File: src/rtl/ha_serial_add_sched_pkg.sv
// rtl/ha_serial_add_sched_pkg.sv - shared types and constants for the serial add sequencer
package ha_sched_pkg;

   typedef enum logic [1:0] {
      IDLE = 2'd0,
      ADD  = 2'd1,
      RESP = 2'd2
   } state_t;

   localparam int NUM_REQ = 2;

   // Bit counter width; counts 0..WIDTH-1 during ADD
   function automatic int cnt_width(input int w);
      return $clog2(w);
   endfunction

endpackage

File: src/rtl/ha_serial_add_sched_if.sv
// rtl/ha_serial_add_sched_if.sv - request/response bundle between requesters and the sequencer
interface ha_serial_add_sched_if #(parameter int WIDTH = 8);
   import ha_sched_pkg::*;

   logic [NUM_REQ-1:0]       req_valid;
   logic [NUM_REQ-1:0]       req_ready;
   logic [NUM_REQ*WIDTH-1:0] req_a;
   logic [NUM_REQ*WIDTH-1:0] req_b;
   logic                     rsp_valid;
   logic                     rsp_ready;
   logic                     rsp_id;
   logic [WIDTH-1:0]         rsp_sum;
   logic                     rsp_cout;
   logic                     busy;

   modport master (
      output req_valid, req_a, req_b, rsp_ready,
      input  req_ready, rsp_valid, rsp_id, rsp_sum, rsp_cout, busy
   );

   modport slave (
      input  req_valid, req_a, req_b, rsp_ready,
      output req_ready, rsp_valid, rsp_id, rsp_sum, rsp_cout, busy
   );

endinterface

File: src/rtl/ha_serial_add_sched_fa_cell.sv
// rtl/ha_serial_add_sched_fa_cell.sv - shared 1-bit full adder built from two half adders
module ha_cell (
   input  logic a,
   input  logic b,
   output logic s,
   output logic c
);
   assign s = a ^ b;
   assign c = a & b;
endmodule

module fa_cell (
   input  logic a,
   input  logic b,
   input  logic cin,
   output logic sum,
   output logic cout
);
   logic s1, c1, c2;

   ha_cell u_ha0 (.a(a),  .b(b),   .s(s1),  .c(c1));
   ha_cell u_ha1 (.a(s1), .b(cin), .s(sum), .c(c2));

   // Carry out of either half adder propagates
   assign cout = c1 | c2;
endmodule

File: src/rtl/ha_serial_add_sched.sv
// rtl/ha_serial_add_sched.sv - round-robin sequencer time-sharing one adder cell bit-serially
module ha_serial_add_sched #(
   parameter int WIDTH = 8
) (
   input  logic                 clk,
   input  logic                 rst,
   ha_serial_add_sched_if.slave bus
);
   import ha_sched_pkg::*;

   localparam int CW = cnt_width(WIDTH);

   state_t           state;
   logic [WIDTH-1:0] a_sh;
   logic [WIDTH-1:0] b_sh;
   // Holds the low WIDTH-1 result bits; the final bit joins them on the last step
   logic [WIDTH-2:0] sum_sh;
   logic [WIDTH-1:0] sum_cat;
   logic             carry;
   logic [CW-1:0]    cnt;
   logic             last_grant;
   logic             grant;
   logic             grant_ok;
   logic             cell_s;
   logic             cell_c;

   fa_cell u_cell (
      .a   (a_sh[0]),
      .b   (b_sh[0]),
      .cin (carry),
      .sum (cell_s),
      .cout(cell_c)
   );

   assign sum_cat = {cell_s, sum_sh};

   // Arbiter: a lone requester wins, a tie goes to the one not served last
   always_comb begin
      grant = 1'b0;
      case (bus.req_valid)
         2'b01:   grant = 1'b0;
         2'b10:   grant = 1'b1;
         2'b11:   grant = ~last_grant;
         default: grant = 1'b0;
      endcase
   end

   // Grant only from IDLE; held low while reset is asserted so outputs clear at once
   assign grant_ok      = (state == IDLE) && (bus.req_valid != '0) && !rst;
   assign bus.req_ready = grant_ok ? {grant, ~grant} : 2'b00;
   assign bus.busy      = (state != IDLE);

   // Sequencer: accept, shift one bit per cycle through the cell, then hold the result
   always_ff @(posedge clk or posedge rst) begin
      if (rst) begin
         state         <= IDLE;
         a_sh          <= '0;
         b_sh          <= '0;
         sum_sh        <= '0;
         carry         <= 1'b0;
         cnt           <= '0;
         last_grant    <= 1'b1;
         bus.rsp_valid <= 1'b0;
         bus.rsp_id    <= 1'b0;
         bus.rsp_sum   <= '0;
         bus.rsp_cout  <= 1'b0;
      end else begin
         case (state)
            IDLE: begin
               if (grant_ok) begin
                  a_sh       <= bus.req_a[int'(grant)*WIDTH +: WIDTH];
                  b_sh       <= bus.req_b[int'(grant)*WIDTH +: WIDTH];
                  bus.rsp_id <= grant;
                  carry      <= 1'b0;
                  cnt        <= '0;
                  state      <= ADD;
               end
            end
            ADD: begin
               a_sh   <= a_sh >> 1;
               b_sh   <= b_sh >> 1;
               sum_sh <= sum_cat[WIDTH-1:1];
               carry  <= cell_c;
               cnt    <= cnt + 1'b1;
               if (cnt == CW'(WIDTH - 1)) begin
                  bus.rsp_valid <= 1'b1;
                  bus.rsp_sum   <= sum_cat;
                  bus.rsp_cout  <= cell_c;
                  state         <= RESP;
               end
            end
            RESP: begin
               if (bus.rsp_ready) begin
                  bus.rsp_valid <= 1'b0;
                  last_grant    <= bus.rsp_id;
                  state         <= IDLE;
               end
            end
            default: state <= IDLE;
         endcase
      end
   end

endmodule

File: src/flat_wrapper.sv
// flat-port wrapper written by rule: the top's interface ports become plain ports
module ha_serial_add_sched_flat import ha_sched_pkg::*;
#(
   parameter int WIDTH = 8
)
  (clk, rst, bus_req_valid, bus_req_a, bus_req_b, bus_rsp_ready, bus_req_ready, bus_rsp_valid, bus_rsp_id, bus_rsp_sum, bus_rsp_cout, bus_busy);
  ha_serial_add_sched_if #(.WIDTH(WIDTH)) bus_i ();
  input  logic clk;
  input  logic rst;
  input wire logic [$bits(bus_i.req_valid)-1:0] bus_req_valid;
  input wire logic [$bits(bus_i.req_a)-1:0] bus_req_a;
  input wire logic [$bits(bus_i.req_b)-1:0] bus_req_b;
  input wire logic [$bits(bus_i.rsp_ready)-1:0] bus_rsp_ready;
  output wire logic [$bits(bus_i.req_ready)-1:0] bus_req_ready;
  output wire logic [$bits(bus_i.rsp_valid)-1:0] bus_rsp_valid;
  output wire logic [$bits(bus_i.rsp_id)-1:0] bus_rsp_id;
  output wire logic [$bits(bus_i.rsp_sum)-1:0] bus_rsp_sum;
  output wire logic [$bits(bus_i.rsp_cout)-1:0] bus_rsp_cout;
  output wire logic [$bits(bus_i.busy)-1:0] bus_busy;
  assign bus_i.req_valid = bus_req_valid;
  assign bus_i.req_a = bus_req_a;
  assign bus_i.req_b = bus_req_b;
  assign bus_i.rsp_ready = bus_rsp_ready;
  assign bus_req_ready = bus_i.req_ready;
  assign bus_rsp_valid = bus_i.rsp_valid;
  assign bus_rsp_id = bus_i.rsp_id;
  assign bus_rsp_sum = bus_i.rsp_sum;
  assign bus_rsp_cout = bus_i.rsp_cout;
  assign bus_busy = bus_i.busy;
  ha_serial_add_sched #(.WIDTH(WIDTH)) u_core (.clk(clk), .rst(rst), .bus(bus_i));
endmodule
File: config.mk
export PLATFORM = sky130hd
export DESIGN_NAME = ha_serial_add_sched_flat
export DESIGN_NICKNAME = d
export VERILOG_FILES = /design/src/rtl/ha_serial_add_sched_pkg.sv /design/src/rtl/ha_serial_add_sched_if.sv /design/src/rtl/ha_serial_add_sched_fa_cell.sv /design/src/rtl/ha_serial_add_sched.sv /design/src/flat_wrapper.sv
export SDC_FILE = /design/constraint.sdc
export NUM_CORES = 1
export LEC_CHECK = 0
export CAP_MARGIN = 20
export CORE_ASPECT_RATIO = 0.7
export CORE_MARGIN = 5
export CORE_UTILIZATION = 43
export CTS_CLUSTER_SIZE = 14
export DETAILED_ROUTE_END_ITERATION = 6
export GPL_TIMING_DRIVEN = 1
export PLACE_DENSITY_LB_ADDON = 0.08
export SYNTH_ARGS = -nofsm -noshare
export SYNTH_HDL_FRONTEND = slang
export SYNTH_SLANG_ARGS = --single-unit
File: constraint.sdc
create_clock -name clk -period 1.7 [get_ports clk]
set_input_delay 0.425 -clock clk [delete_from_list [all_inputs] [get_ports clk]]
set_output_delay 0.425 -clock clk [all_outputs]
set_load 0.01 [all_outputs]
==> impl_metrics.yaml, run 1 <==
floorplanning:
  core_region_area_um2: 4330
  floorplan.die.width_um: 89.8
  floorplan.initialDensity: 0.442
  die_area_um2: 5910
  placement_rows: 20
  die-height_um: 65.8
  num_io_pins: 51
clock_tree:
  cts-root-to-sink-buffers: 2
  htree_levels: 2
  clk_lat_worst_skew_ns: 0.29
  cts_root_buf: "clkbuf_8"
  clkTransAtPathRegs_ns: 0.08
  tritoncts: "built"
  cts_hold_repair.buffers: 0
  cts_buffers: 5
  clock_sinks: 41
synthesis:
  yosysWarnings: 0
  main_combinational_cell_family_by_area_after_synthesis: "compound AO/OA/AOI/OAI gates"
  post_synth_mux_area_share: 0.112
  synthesis.area_per_instance_um2: 13.2
  synth_simple_gate_area_frac: 0.0934
  dominantRegCellSynth: "dfrtp_1"
  mappedNetlistArea_um2: 1920
  post_synth_inst_count: 145
  postSynthRegisterBits: 41
  post_synth_num_cell_types: 27
  area_fraction_in_compound_gates_after_synthesis: 0.193
  synthesis.nets: 185
  synth_fa_ha_area_frac: 0.0235
  fraction_of_registers_with_async_set_or_reset_after_synthesis: 1.00
  yosys.area_share.xor_xnor: 0
  ys_seq_area_frac: 0.536
  synth-edff-count: 0
timing:
  min_period_over_period: 1.04
  final.setup_skew_ns: 0.00585
  final-setup-viol-count: 1
  fmax_mhz: 565
  slew_violations: 0
  worst_slew_margin_rel: 0.813
  timing.final.hold_violations: 0
  grt_setup_unrepaired: "yes"
  layout_setup_ws_ns: -0.0702
  max_slew.worst_pin.slew_ns: 0.280
  final.min_clock_period_ns: 1.77
  fin_worst_hold_slack_ns: 0.360
detailed_routing:
  drtAntennaViolNets: 0
  drc_viols: 0
  drtPass1Iterations: 4
  routed_via_density: 5.61
  detail_route.wl_per_cell_um: 17.2
  route.vias.total: 1482
  route.final.wire_length_um: 4540
  drt_iter0_drc: 42
layout:
  area.growth.synth_to_final_pct: 39.3
  most-common-layout-cells: "44 x clkdlybuf4s50_1, 40 x dfrtp_1, 19 x mux2_2"
  proportion_of_layout_cells_with_a_drive_suffix_above_1: 0.254
  num-nets-final: 248
  mostFrequentLayoutCell: "clkdlybuf4s50_1"
  antenna_cells: 0
critical_path:
  crit_path_cells: "clkdlybuf4s15_1, nor3_4, buf_6, and3_4, buf_6"
  worstPathRequired_ns: 1.27
  startpoint_type: "primary input"
  path_class: "primary input to primary output"
  cp_slowest_stage_delay_ns: 0.25
  crit_path_frequent_cell: "buf_6"
  endpoint_kind: "primary output"
  timing.reg2reg.setup_slack_ns: 0.13
  critical_path.slowest_cell: "nor3_4"
  crit_fanout: 3
  cp_data_arrival_time_ns: 1.35
  critical_path.reg2reg.endpoint: "u_core.sum_sh[1]$_DFFE_PP0P_"
  worst_r2r_path_depth: 5
  rr_startpoint: "u_core.state[1]$_DFFE_PP0P_"
worst_hold_path:
  worstHoldPathType: "primary input to asynchronous set/reset pin"
outcome:
  status: "complete, but fails checks"
  violations_in_the_final_reports: "setup timing"
global_routing:
  vias_in_the_first_global_route: 1634
  grt_usage: 0.162
  grt.overflow.total: 0
  grt_antenna_before_repair: 0
  grt_first_pass_wirelength_um: 7760
  grt_max_degree: 23
placed_design:
  post-dp-hpwl_um: 3270
  place_worst_setup_slack_ns: -0.648
  place.gp.congestion: 0.750
  port_buffers: 50
flow_run:
  drv.max_cap_violation_count: 0
pwr:
  vdd_drop_max_mv: 0.771
  p_leak_uw: 0.00120
  pwr_density_cell_nw_per_um2: 1500
[metrics by stage]
step / area (um^2) / cells / power, uW / util / TNS [ns]
floorplan: 1920 / 145 / 2670 / - / 0
global placement: 2530 / 253 / 3300 / 0.586 / -8.50
detailed placement: 2530 / 253 / 3370 / 0.586 / -9.10
CTS: 2650 / 264 / 4000 / 0.611 / -0.0865
global route: 2670 / 264 / 4240 / 0.616 / -0.119
finish: 2670 / 264 / 4000 / 0.616 / -0.0702
[metal layers]
metal  vias to the layer above  wire length [um]  part of all wire  GRT usage
met4                         0                49             0.011     0.0491
li1                        684                 -                 -          -
met2                        36              2000              0.44      0.252
met3                         8               241             0.053     0.0466
met5                         -                 0                 0          0
met1                       754              2250              0.50      0.222
[cell families after synthesis]
group | count (synthesis)
AOI/OAI and AO/OA | 40
adders and majority gates | 3
buffers and inverters | 14
DFF | 41
muxes | 19
and+or+nand+nor | 28
[critical path, delay by kind of cell]
family | cells | cell delay, ns
AND/OR/NAND/NOR | 2 | 0.45
buffers and inverters | 3 | 0.47
[report_power, final]
part           total [uW]  leakage [uW]  switching, uW  internal, uW
sequential           1640      0.000519            249          1390
clock                 603     0.0000450            319           284
combinational        1760      0.000636            717          1050
[cell type report]
class	count	area, um^2
timing repair buffer	67	657
fill	342	1660
tap	55	68.8
clock inverter	2	10.0
sequential	41	1030
multi-input combinational	90	822
inverter	3	11.3
clock buffer	6	72.6
[state kept, by name, indices dropped and copies added (netlist names)]
signal	count
u_core.last_grant	1
u_core.bus.rsp_cout	1
u_core.cnt	3
u_core.sum_sh	7
u_core.carry	1
u_core.bus.rsp_valid	1
u_core.a_sh	8
u_core.b_sh	8
u_core.bus.rsp_sum	8
u_core.state	2
u_core.bus.rsp_id	1
[cell usage after synthesis (2+ instances only)]
cell type   n  area share
clkbuf_1    3      0.0059
o21ai_0     3      0.0078
buf_6       3       0.018
nand2_1     3      0.0059
and2_1     14       0.046
a32o_1     14       0.073
inv_1       3      0.0059
ha_1        2       0.013
dfrtp_1    40        0.52
a221o_1    16       0.084
a21o_1      2      0.0078
and4_1      2      0.0091
mux2_2     19        0.11
and3_1      2      0.0065
a22o_1      3       0.014
buf_2       5       0.013
[what timing repair did]
item | in CTS | in global routing
gates resized for setup | 20 | 5
pin swaps | 2 | 0
hold endpoints to repair | 0 | 0
setup endpoints to repair | 20 | 19
setup buffers | 3 | 0
[worst max-delay path by stage]
stage | slack (ns) | start | end | cells after the start
2_1_floorplan | 0.05 | u_core.state[1]$_DFFE_PP0P_ | bus_req_ready[1] | 4
3_3_place_gp | -0.63 | rst | bus_req_ready[0] | 4
5_1_grt | -0.12 | u_core.state[0]$_DFFE_PP0P_ | bus_req_ready[0] | 4
6_report | -0.07 | rst | bus_req_ready[0] | 5
4_1_cts | -0.09 | u_core.state[0]$_DFFE_PP0P_ | bus_req_ready[0] | 4
3_5_place_dp | -0.65 | rst | bus_req_ready[0] | 4
No activity file was read; power rests on OpenSTA's default activity.
==> inputs of run 2 (changes only) <==
==> constraint.sdc (replaced) <==
create_clock -name clk -period 1.7 [get_ports clk]
set_input_delay 0.425 -clock clk [delete_from_list [all_inputs] [get_ports clk]]
set_output_delay 0.425 -clock clk [all_outputs]
set_load 0.05 [all_outputs]
==> run 2 against run 1 <==
  * The run still ends with setup timing left
  * Routed wire length up 0.90%
  * Sequential share of layout area down 1.3 points
  * Utilization up 2.1 points
  * Combinational power up 22%
  * Cell area up 3.4%
  * Clock power up 54%
  * Cell count up 1.5%
  * Clock-buffer cell count down 1
  * Die area unchanged
  * Critical endpoint unchanged
  * Largest power group unchanged
==> impl_metrics.yaml, run 2 (same netlist as run 1, synthesis figures left out) <==
outcome:
  status: "complete, but fails checks"
  violations_in_the_final_reports: "setup timing"
pwr:
  p_sw_frac: 0.356
  p_int_uw: 3040
  pwr_density_cell_nw_per_um2: 1710
  power.combinational.fraction: 0.456
  power.share.sequential: 0.348
  power.switching_uw: 1680
  p_leak_uw: 0.00126
  clockPowerShare: 0.196
  vdd_drop_max_mv: 1.08
timing:
  worst_slew_margin_rel: 0.796
  min_period_over_period: 1.05
  slew_violations: 0
  timing.final.hold_violations: 0
  final.min_clock_period_ns: 1.78
  max_slew.worst_pin.slew_ns: 0.306
  grt_setup_unrepaired: "yes"
  final.setup_skew_ns: 0.00717
  fmax_mhz: 561
  layout_setup_ws_ns: -0.0822
  final-setup-viol-count: 2
layout:
  antenna_cells: 0
  layout.cell_area.non_filler_um2: 2760
  area.growth.synth_to_final_pct: 44.0
  fillcell_total: 328
  most-common-layout-cells: "40 x dfrtp_1, 33 x clkdlybuf4s50_1, 28 x buf_4"
  proportion_of_layout_cells_with_a_drive_suffix_above_1: 0.329
  num-nets-final: 252
  reg.largest.list: "u_core.a_sh x8, u_core.b_sh x8, u_core.bus.rsp_sum x8"
  mostFrequentLayoutCell: "dfrtp_1"
  final_util: 0.637
flow_run:
  drv.max_cap_violation_count: 0
detailed_routing:
  detail_route.wl_per_cell_um: 17.1
  route.final.wire_length_um: 4580
  drt_iter0_drc: 28
  route.vias.total: 1465
  drtAntennaViolNets: 0
  drc_viols: 0
  drtPass1Iterations: 4
  routed_via_density: 5.47
critical_path:
  timing.reg2reg.setup_slack_ns: 0.14
  startpoint_type: "register"
  crit_fanout: 3
  worst_r2r_path_depth: 5
  path_class: "register to primary output"
  worstPathRequired_ns: 1.27
  critical_path.reg2reg.endpoint: "u_core.sum_sh[1]$_DFFE_PP0P_"
  rr_startpoint: "u_core.state[1]$_DFFE_PP0P_"
  cp_data_arrival_time_ns: 1.36
  endpoint_kind: "primary output"
placed_design:
  port_buffers: 50
  place.gp.congestion: 0.795
  post-dp-hpwl_um: 3340
  dpl_cell_area_um2: 2580
clock_tree:
  clock_sinks: 41
  cts_buffers: 5
  cts_root_buf: "clkbuf_8"
  tritoncts: "built"
  cts-root-to-sink-buffers: 2
  cts_hold_repair.buffers: 0
  clk_lat_worst_skew_ns: 0.30
  clkTransAtPathRegs_ns: 0.08
  htree_levels: 2
floorplanning:
  core_region_area_um2: 4330
  floorplan.die.width_um: 89.8
  floorplan.initialDensity: 0.442
  num_io_pins: 51
  die-height_um: 65.8
  placement_rows: 20
  die_area_um2: 5910
global_routing:
  vias_in_the_first_global_route: 1548
  grt_max_degree: 42
  grt_usage: 0.167
  grt.overflow.total: 0
  grt_first_pass_wirelength_um: 7630
  grt_antenna_before_repair: 0
worst_hold_path:
  worstHoldPathType: "primary input to asynchronous set/reset pin"
==> run 2: changes by cell type in the layout (fill, tap and decap cells not counted), sizes merged, moves of 2 or more <==
cell,before,now
buf,20,35
bufinv,0,2
dlygate4sd2,1,3
clkdlybuf4s50,44,33
==> run 2: metrics by stage <==
| step | hold slack (ns) | setup TNS (ns) | instances | total power (uW) | worst slack [ns] |
|---|---|---|---|---|---|
| 6_report | 0.404 | -0.142 | 268 | 4730 | -0.0822 |
| 3_3_place_gp | 0.487 | -6.57 | 257 | 3690 | -0.375 |
| 5_1_grt | 0.431 | -0.236 | 268 | 4990 | -0.124 |
| 4_1_cts | 0.409 | -0.154 | 268 | 4770 | -0.0843 |
| 3_5_place_dp | 0.498 | -7.24 | 257 | 3770 | -0.374 |
| 2_1_floorplan | 0.477 | -0.00241 | 145 | 3040 | -0.00241 |
==> run 2: layout make-up <==
class	instances	area (um^2)	share of cell area
Sequential cell	41	1030	0.372
Multi-Input combinational cell	90	825	0.299
Timing Repair Buffer	71	693	0.251
Clock buffer	5	68.8	0.0249
Tap cell	55	68.8	0.0249
Clock inverter	3	65.1	0.0236
Inverter	3	11.3	0.00408
==> run 2: worst max-delay path: stages, from the launching register on <==
cell and delay (ns):
dfrtp_1 0.42, nor3_4 0.24, and3_4 0.26, buf_12 0.14
==> run 2: how the worst max path moves through the flow <==
| stage | startpoint | endpoint | slack (ns) |
|---|---|---|---|
| after CTS | u_core.state[1]$_DFFE_PP0P_ | bus_req_ready[0] | -0.08 |
| after global placement | rst | bus_req_ready[0] | -0.37 |
| after detailed placement | rst | bus_req_ready[0] | -0.37 |
| after floorplan | u_core.state[1]$_DFFE_PP0P_ | bus_req_ready[0] | -0.002 |
| final | u_core.state[0]$_DFFE_PP0P_ | bus_req_ready[0] | -0.08 |
| after global routing | u_core.state[0]$_DFFE_PP0P_ | bus_req_ready[0] | -0.12 |
==> run 2: power groups by stage <==
stage          Sequential [uW]  Combinational [uW]  Clock, uW
6_report                  1640                2150        926
5_1_grt                   1690                2320        985
4_1_cts                   1640                2170        951
3_5_place_dp              1660                2110          0
3_3_place_gp              1640                2060          0
2_1_floorplan             1950                1090          0
==> run 2: layer usage <==
layer,part of all wire,track usage
met2,0.45,0.247
met4,0.0096,0.0396
met1,0.46,0.229
met5,0,0
met3,0.078,0.0660
==> run 2: repair_timing <==
action	4_1_cts	5_1_grt
pin swaps	2	1
setup buffers	3	0
setup endpoints to repair	19	3
resized for setup	10	0
